`config.mk`:
```
export PLATFORM = sky130hd
export DESIGN_NAME = proc_test_sequencer
export DESIGN_NICKNAME = d
export VERILOG_FILES = /design/src/rtl/proc_test_pkg.sv /design/src/rtl/tb_cycle_counter.sv /design/src/rtl/proc_test_sequencer.sv
export SDC_FILE = /design/constraint.sdc
export NUM_CORES = 1
export LEC_CHECK = 0
export CAP_MARGIN = 20
export CORE_ASPECT_RATIO = 1.5
export CORE_MARGIN = 5
export CORE_UTILIZATION = 46
export CTS_CLUSTER_DIAMETER = 50
export DETAILED_ROUTE_END_ITERATION = 7
export PLACE_DENSITY = 0.81
export SETUP_SLACK_MARGIN = 0.05
export SYNTH_ARGS = -nofsm -noshare
export SYNTH_HDL_FRONTEND = slang
export SYNTH_SLANG_ARGS = --single-unit
```
`constraint.sdc`:
```
create_clock -name clk -period 3.15 [get_ports clk]
set_input_delay 0.63 -clock clk [delete_from_list [all_inputs] [get_ports clk]]
set_output_delay 0.63 -clock clk [all_outputs]
set_load 0.02 [all_outputs]
```
`src/rtl/proc_test_pkg.sv`:
```
// rtl/proc_test_pkg.sv - shared state encoding and fill-pattern default for the test sequencer
package proc_test_pkg;

   typedef enum logic [2:0] {
      S_IDLE,
      S_INIT,
      S_HOLD,
      S_RUN,
      S_CHECK,
      S_DONE
   } state_t;

   localparam logic [31:0] INIT_PATTERN_DEFAULT = 32'hcafebabe;

endpackage

```
`src/rtl/tb_cycle_counter.sv`:
```
// rtl/tb_cycle_counter.sv - loadable 16-bit down-counter with zero flag
module tb_cycle_counter (
   input  logic        clk,
   input  logic        reset,
   input  logic        load,
   input  logic [15:0] load_value,
   input  logic        en,
   output logic        zero
);

   logic [15:0] count;

   // Stops at zero rather than wrapping, so an idle enable is harmless.
   always_ff @(posedge clk) begin
      if (reset) begin
         count <= '0;
      end else if (load) begin
         count <= load_value;
      end else if (en && (count != '0)) begin
         count <= count - 16'd1;
      end
   end

   assign zero = (count == '0);

endmodule

```
`src/rtl/proc_test_sequencer.sv`:
```
// rtl/proc_test_sequencer.sv - init / reset-hold / run / register-check sequencer for a processor under test
module proc_test_sequencer
   import proc_test_pkg::*;
#(
   parameter int          DATA_W       = 32,
   parameter int          NREG         = 32,
   parameter int          RESET_CYCLES = 2,
   parameter logic [31:0] INIT_PATTERN = INIT_PATTERN_DEFAULT,
   localparam int         ADDR_W       = $clog2(NREG)
) (
   input  logic              clk,
   input  logic              reset,
   input  logic              start,
   input  logic [15:0]       run_cycles,
   input  logic              stop_on_fail,
   output logic              proc_reset,
   output logic              reg_we,
   output logic [ADDR_W-1:0] reg_addr,
   output logic [DATA_W-1:0] reg_wdata,
   input  logic [DATA_W-1:0] reg_rdata,
   input  logic [DATA_W-1:0] exp_data,
   output logic              busy,
   output logic              done,
   output logic              pass,
   output logic [ADDR_W-1:0] fail_idx,
   output logic [DATA_W-1:0] fail_act,
   output logic [DATA_W-1:0] fail_exp,
   output logic [ADDR_W:0]   mismatch_count
);

   localparam logic [ADDR_W-1:0] LAST_ADDR = ADDR_W'(NREG - 1);
   localparam logic [ADDR_W:0]   MAX_COUNT = (ADDR_W + 1)'(NREG - 1);

   state_t            state, state_next;
   logic [ADDR_W-1:0] addr;
   logic [15:0]       run_q;
   logic              stop_q;
   logic              start_ok, mismatch, last_addr, done_stay;
   logic              cnt_load, cnt_en, cnt_zero;
   logic [15:0]       cnt_value;

   assign start_ok  = start && ((state == S_IDLE) || (state == S_DONE));
   assign mismatch  = (state == S_CHECK) && (reg_rdata != exp_data);
   assign last_addr = (addr == LAST_ADDR);
   assign done_stay = (state == S_DONE) && (state_next == S_DONE);
   assign reg_addr  = addr;
   assign reg_wdata = DATA_W'(INIT_PATTERN);

   // Counter is preloaded with length-1 so the zero flag marks the last cycle of HOLD/RUN.
   assign cnt_load  = ((state == S_INIT) && last_addr) || ((state == S_HOLD) && cnt_zero);
   assign cnt_value = (state == S_INIT) ? 16'(RESET_CYCLES - 1) : (run_q - 16'd1);
   assign cnt_en    = (state == S_HOLD) || (state == S_RUN);

   tb_cycle_counter u_cycle_counter (
      .clk        (clk),
      .reset      (reset),
      .load       (cnt_load),
      .load_value (cnt_value),
      .en         (cnt_en),
      .zero       (cnt_zero)
   );

   always_ff @(posedge clk) begin
      if (reset) begin
         state <= S_IDLE;
      end else begin
         state <= state_next;
      end
   end

   always_comb begin
      state_next = state;
      case (state)
         S_IDLE, S_DONE: if (start) state_next = S_INIT;
         S_INIT:         if (last_addr) state_next = S_HOLD;
         S_HOLD:         if (cnt_zero) state_next = (run_q == '0) ? S_CHECK : S_RUN;
         S_RUN:          if (cnt_zero) state_next = S_CHECK;
         S_CHECK:        if ((mismatch && stop_q) || last_addr) state_next = S_DONE;
         default:        state_next = S_IDLE;
      endcase
   end

   always_comb begin
      busy       = 1'b0;
      proc_reset = 1'b1;
      reg_we     = 1'b0;
      case (state)
         S_INIT: begin
            busy   = 1'b1;
            reg_we = 1'b1;
         end
         S_HOLD, S_CHECK: busy = 1'b1;
         S_RUN: begin
            busy       = 1'b1;
            proc_reset = 1'b0;
         end
         default: ;
      endcase
   end

   always_ff @(posedge clk) begin
      if (reset) begin
         addr           <= '0;
         run_q          <= '0;
         stop_q         <= 1'b0;
         fail_idx       <= '0;
         fail_act       <= '0;
         fail_exp       <= '0;
         mismatch_count <= '0;
         done           <= 1'b0;
         pass           <= 1'b0;
      end else begin
         done <= done_stay;
         pass <= done_stay && (mismatch_count == '0);
         if (start_ok) begin
            run_q          <= run_cycles;
            stop_q         <= stop_on_fail;
            fail_idx       <= '0;
            fail_act       <= '0;
            fail_exp       <= '0;
            mismatch_count <= '0;
            addr           <= ADDR_W'(1);
         end else if (state == S_INIT) begin
            addr <= last_addr ? '0 : addr + ADDR_W'(1);
         end else if (state_next == S_CHECK && state != S_CHECK) begin
            addr <= ADDR_W'(1);
         end else if (state == S_CHECK) begin
            addr <= (state_next == S_DONE) ? '0 : addr + ADDR_W'(1);
            if (mismatch) begin
               if (mismatch_count != MAX_COUNT) mismatch_count <= mismatch_count + (ADDR_W + 1)'(1);
               if (mismatch_count == '0) begin
                  fail_idx <= addr;
                  fail_act <= reg_rdata;
                  fail_exp <= exp_data;
               end
            end
         end
      end
   end

endmodule

```
==> key figures <==
Run status
  – Status: complete, no violations

Worst setup path
  – Crit path kind: register to register
  – Crit path capture type: register
  – Type of origin of the critical path: register
  – Peak per-stage delay on the critical path: 440 ps
  – Top delay family on crit path: simple AND/OR/NAND/NOR gates
  – Worst Path Arrival: 3180 ps
  – Crit. path cell count: 9
  – Critical path peak fanout: 6
  – FF-to-FF path depth: 9
  – Worst path slowest cell: or3b_4
  – Crit path buf inv count: 1
  – CP required: 3440 ps
  – Crit-path cells: inv_1, ha_1, or3b_4, nor4_4, nand3_2, o31a_4, a211oi_4, nor3_2, a22o_1

Floorplan
  – Initial Util: 0.468
  – Chip Height: 148 um
  – I/O pin total: 201
  – Cell Rows: 50
  – Die ar.: 0.0151 mm2
  – Die X: 102 um
  – Core box area: 0.0124 mm2

Clocking
  – CTS tree: yes
  – Total CTS buffers: 17
  – Max Root-Sink Buffers: 2
  – Clk sinks: 118
  – Clock root buffer master: clkbuf_16
  – Post-CTS Setup Bufs: 0
  – H-tree Lvls: 4
  – PostCTS Resize Cnt: 0
  – Clock Pin Slew Worst Setup and Hold Paths: 60 ps
  – CTS Hold Bufs: 0
  – Clk_lat worst skew: 400 ps

GRT
  – Largest net degree at the start of global routing: 54
  – First-pass GRT wire length: 28000 um
  – Antenna violations before repair: 0
  – Overall Global Routing Usage: 0.236
  – Vias in the first global route: 5292
  – Grt ovf: 0

Power
  – Seq pwr share: 0.390
  – Logic pwr share: 0.109
  – Clock power share: 0.501
  – P_leak: 0.00360 uW
  – Worst VDD drop: 0.401 mV
  – Total power density per cell area: 477 mW/mm2
  – Switch share: 0.247
  – Internal power: 2960 uW
  – Switching power: 968 uW

Place
  – Placed instance count: 948
  – DP HPWL: 13800 um
  – RD Place Congestion: 0.984
  – Dpl cell area: 0.00762 mm2
  – Port Buffers: 168

Synthesis
  – EDFF count, synth: 0
  – Number of synthesis warnings: 0
  – Synth Area per Inst: 9.12 um2
  – Seq/Total Area, Yosys: 0.405
  – Main synth FF type: dfxtp_1
  – Yosys reg bits: 118
  – Top cell type's share of synthesized area: 0.405
  – Ys async rst share: 0
  – Syn Inst Count: 639
  – Area contributors post-synth: dfxtp_1 41%, mux2i_1 15%, nor2_1 7.7%
  – Largest area contributor in the netlist: dfxtp_1
  – Cell Area, Synth: 0.00583 mm2
  – Count of cell types in the netlist: 60

Detailed routing
  – DR iter-0 viols: 180
  – Router iterations before antenna repair: 5
  – DR WL/cell: 18.3 um
  – Via density: 5.39
  – Total routed wirelength: 17900 um
  – Antenna-violating nets left: 0
  – Vias: 5285
  – DRC viols: 0

STA
  – Clk_skew: 6.88 ps
  – Worst slew pin tran: 608 ps
  – Setup TNS: 0 ps
  – Fin crit period: 2880 ps
  – Slew margin rel.: 0.591
  – Period utilisation layout: 0.916
  – Final Hold Fails: 0
  – RSZ-0062 raised after global routing: no
  – Highest clock rate: 347 MHz
  – Count of final max-slew check failures: 0
  – Final setup fails: 0

Finish
  – Nets: 901
  – Diode count: 0
  – Non-filler cells, final: 980
  – Final instance area: 0.00823 mm2
  – FILL cells: 969
  – Share of cells above drive strength 1: 0.0825
  – Synthesis-to-layout area growth: 41.2%

Hold path
  – Worst Hold Class: register to register
  – Hold path cells: 2

Job
  – Max-Cap Viols: 0
final cells by class:
cell class              count  area (um2)  area share
inverters                   8        30.0     0.00365
flip-flops and latches    118        2360       0.287
well taps                 156         195      0.0237
clock buffers              18         429      0.0522
multi-input cells         482        3180       0.387
clock inverters            14         174      0.0211
repair buffers            184        1850       0.225
worst min-delay path: cells and delay by family, from the launching register on:
kind	cells	cell delay, ps
flip-flops	1	320
AND/OR/NAND/NOR	1	70
multiplexers	1	70
final timing paths:
check,start,end,slack (ps)
min reg2reg,fail_exp[0],fail_exp[0],490
max,u_cycle_counter.count[0],reg_addr[1],270
max reg2reg,u_cycle_counter.count[0],reg_addr[1],270
min,fail_exp[0],fail_exp[0],490
per-layer routing:
layer	wire, um	GRT usage	up-vias
met2	9300	0.434	251
met1	6500	0.250	2483
met3	1510	0.0619	41
li1	-	-	2510
met5	0	0	-
met4	618	0.0959	0
power groups by stage:
| stage | combinational, uW | sequential, uW | clock [uW] |
|---|---|---|---|
| final | 428 | 1530 | 1960 |
| after global routing | 456 | 1530 | 2070 |
| after CTS | 427 | 1530 | 2000 |
| after detailed placement | 421 | 1560 | 0 |
| after global placement | 417 | 1560 | 0 |
| after floorplan | 249 | 1560 | 0 |
flip-flops by register name (all words and copies together), names as in the netlist:
name and count:
fail_idx 5, done 1, pass 1, fail_exp 32, mismatch_count 6, u_cycle_counter.count 16, run_q 16, state 3
reg_addr 5, fail_act 32, stop_q 1
layout by cell type (no fill, tap or decap), drive strengths merged, types with 4 or more instances in the layout:
cell type	synthesis	layout
a21oi	28	28
a211oi	7	7
xnor2	38	38
clkinv	0	4
or4	7	7
nor4	11	11
ha	6	6
dfxtp	118	118
nor3	16	16
xor2	11	11
clkdlybuf4s50	0	168
and3	4	4
nand3	9	9
a31oi	7	7
buf	46	16
nor2	120	120
or3	6	6
clkbuf	15	18
a22oi	4	4
clkinvlp	0	4
conb	2	32
mux2i	89	89
nand4	8	8
o21ai	9	9
a21o	4	4
or2	5	5
inv	8	11
nand2	26	26
logic make-up (layout without fill, tap and decap cells):
kind of cell / count (synthesis) / after routing / synth area share
and+or+nand+nor: 227 / 227 / 0.193
DFF: 118 / 118 / 0.405
muxes: 89 / 89 / 0.153
AOI/OAI and AO/OA: 79 / 79 / 0.0913
buffers and inverters: 69 / 224 / 0.0696
xor gates and xnor gates: 49 / 49 / 0.0737
adders and majority gates: 6 / 6 / 0.0129
other: 2 / 32 / 0.00129
cells in the mapped netlist, types with 7 or more instances:
library cell / n
nor2_1: 120
dfxtp_1: 118
mux2i_1: 89
xnor2_1: 38
buf_4: 33
a21oi_1: 28
nand2_1: 26
clkbuf_1: 15
nor3_1: 14
buf_2: 12
xor2_1: 11
inv_1: 8
nand3_1: 8
nand4_1: 8
nor4_1: 8
o21ai_0: 8
a31oi_1: 7
stage by stage:
stage / setup WS [ps] / util / total power, uW / hold WS, ps
after floorplan: 595 / - / 1810 / 464
after global placement: 133 / 0.612 / 1980 / 473
after detailed placement: 69.0 / 0.612 / 1980 / 482
after CTS: 277 / 0.661 / 3960 / 496
after global routing: 82.6 / 0.661 / 4060 / 515
final: 265 / 0.661 / 3920 / 492
Power figures use the tool's default switching activity.
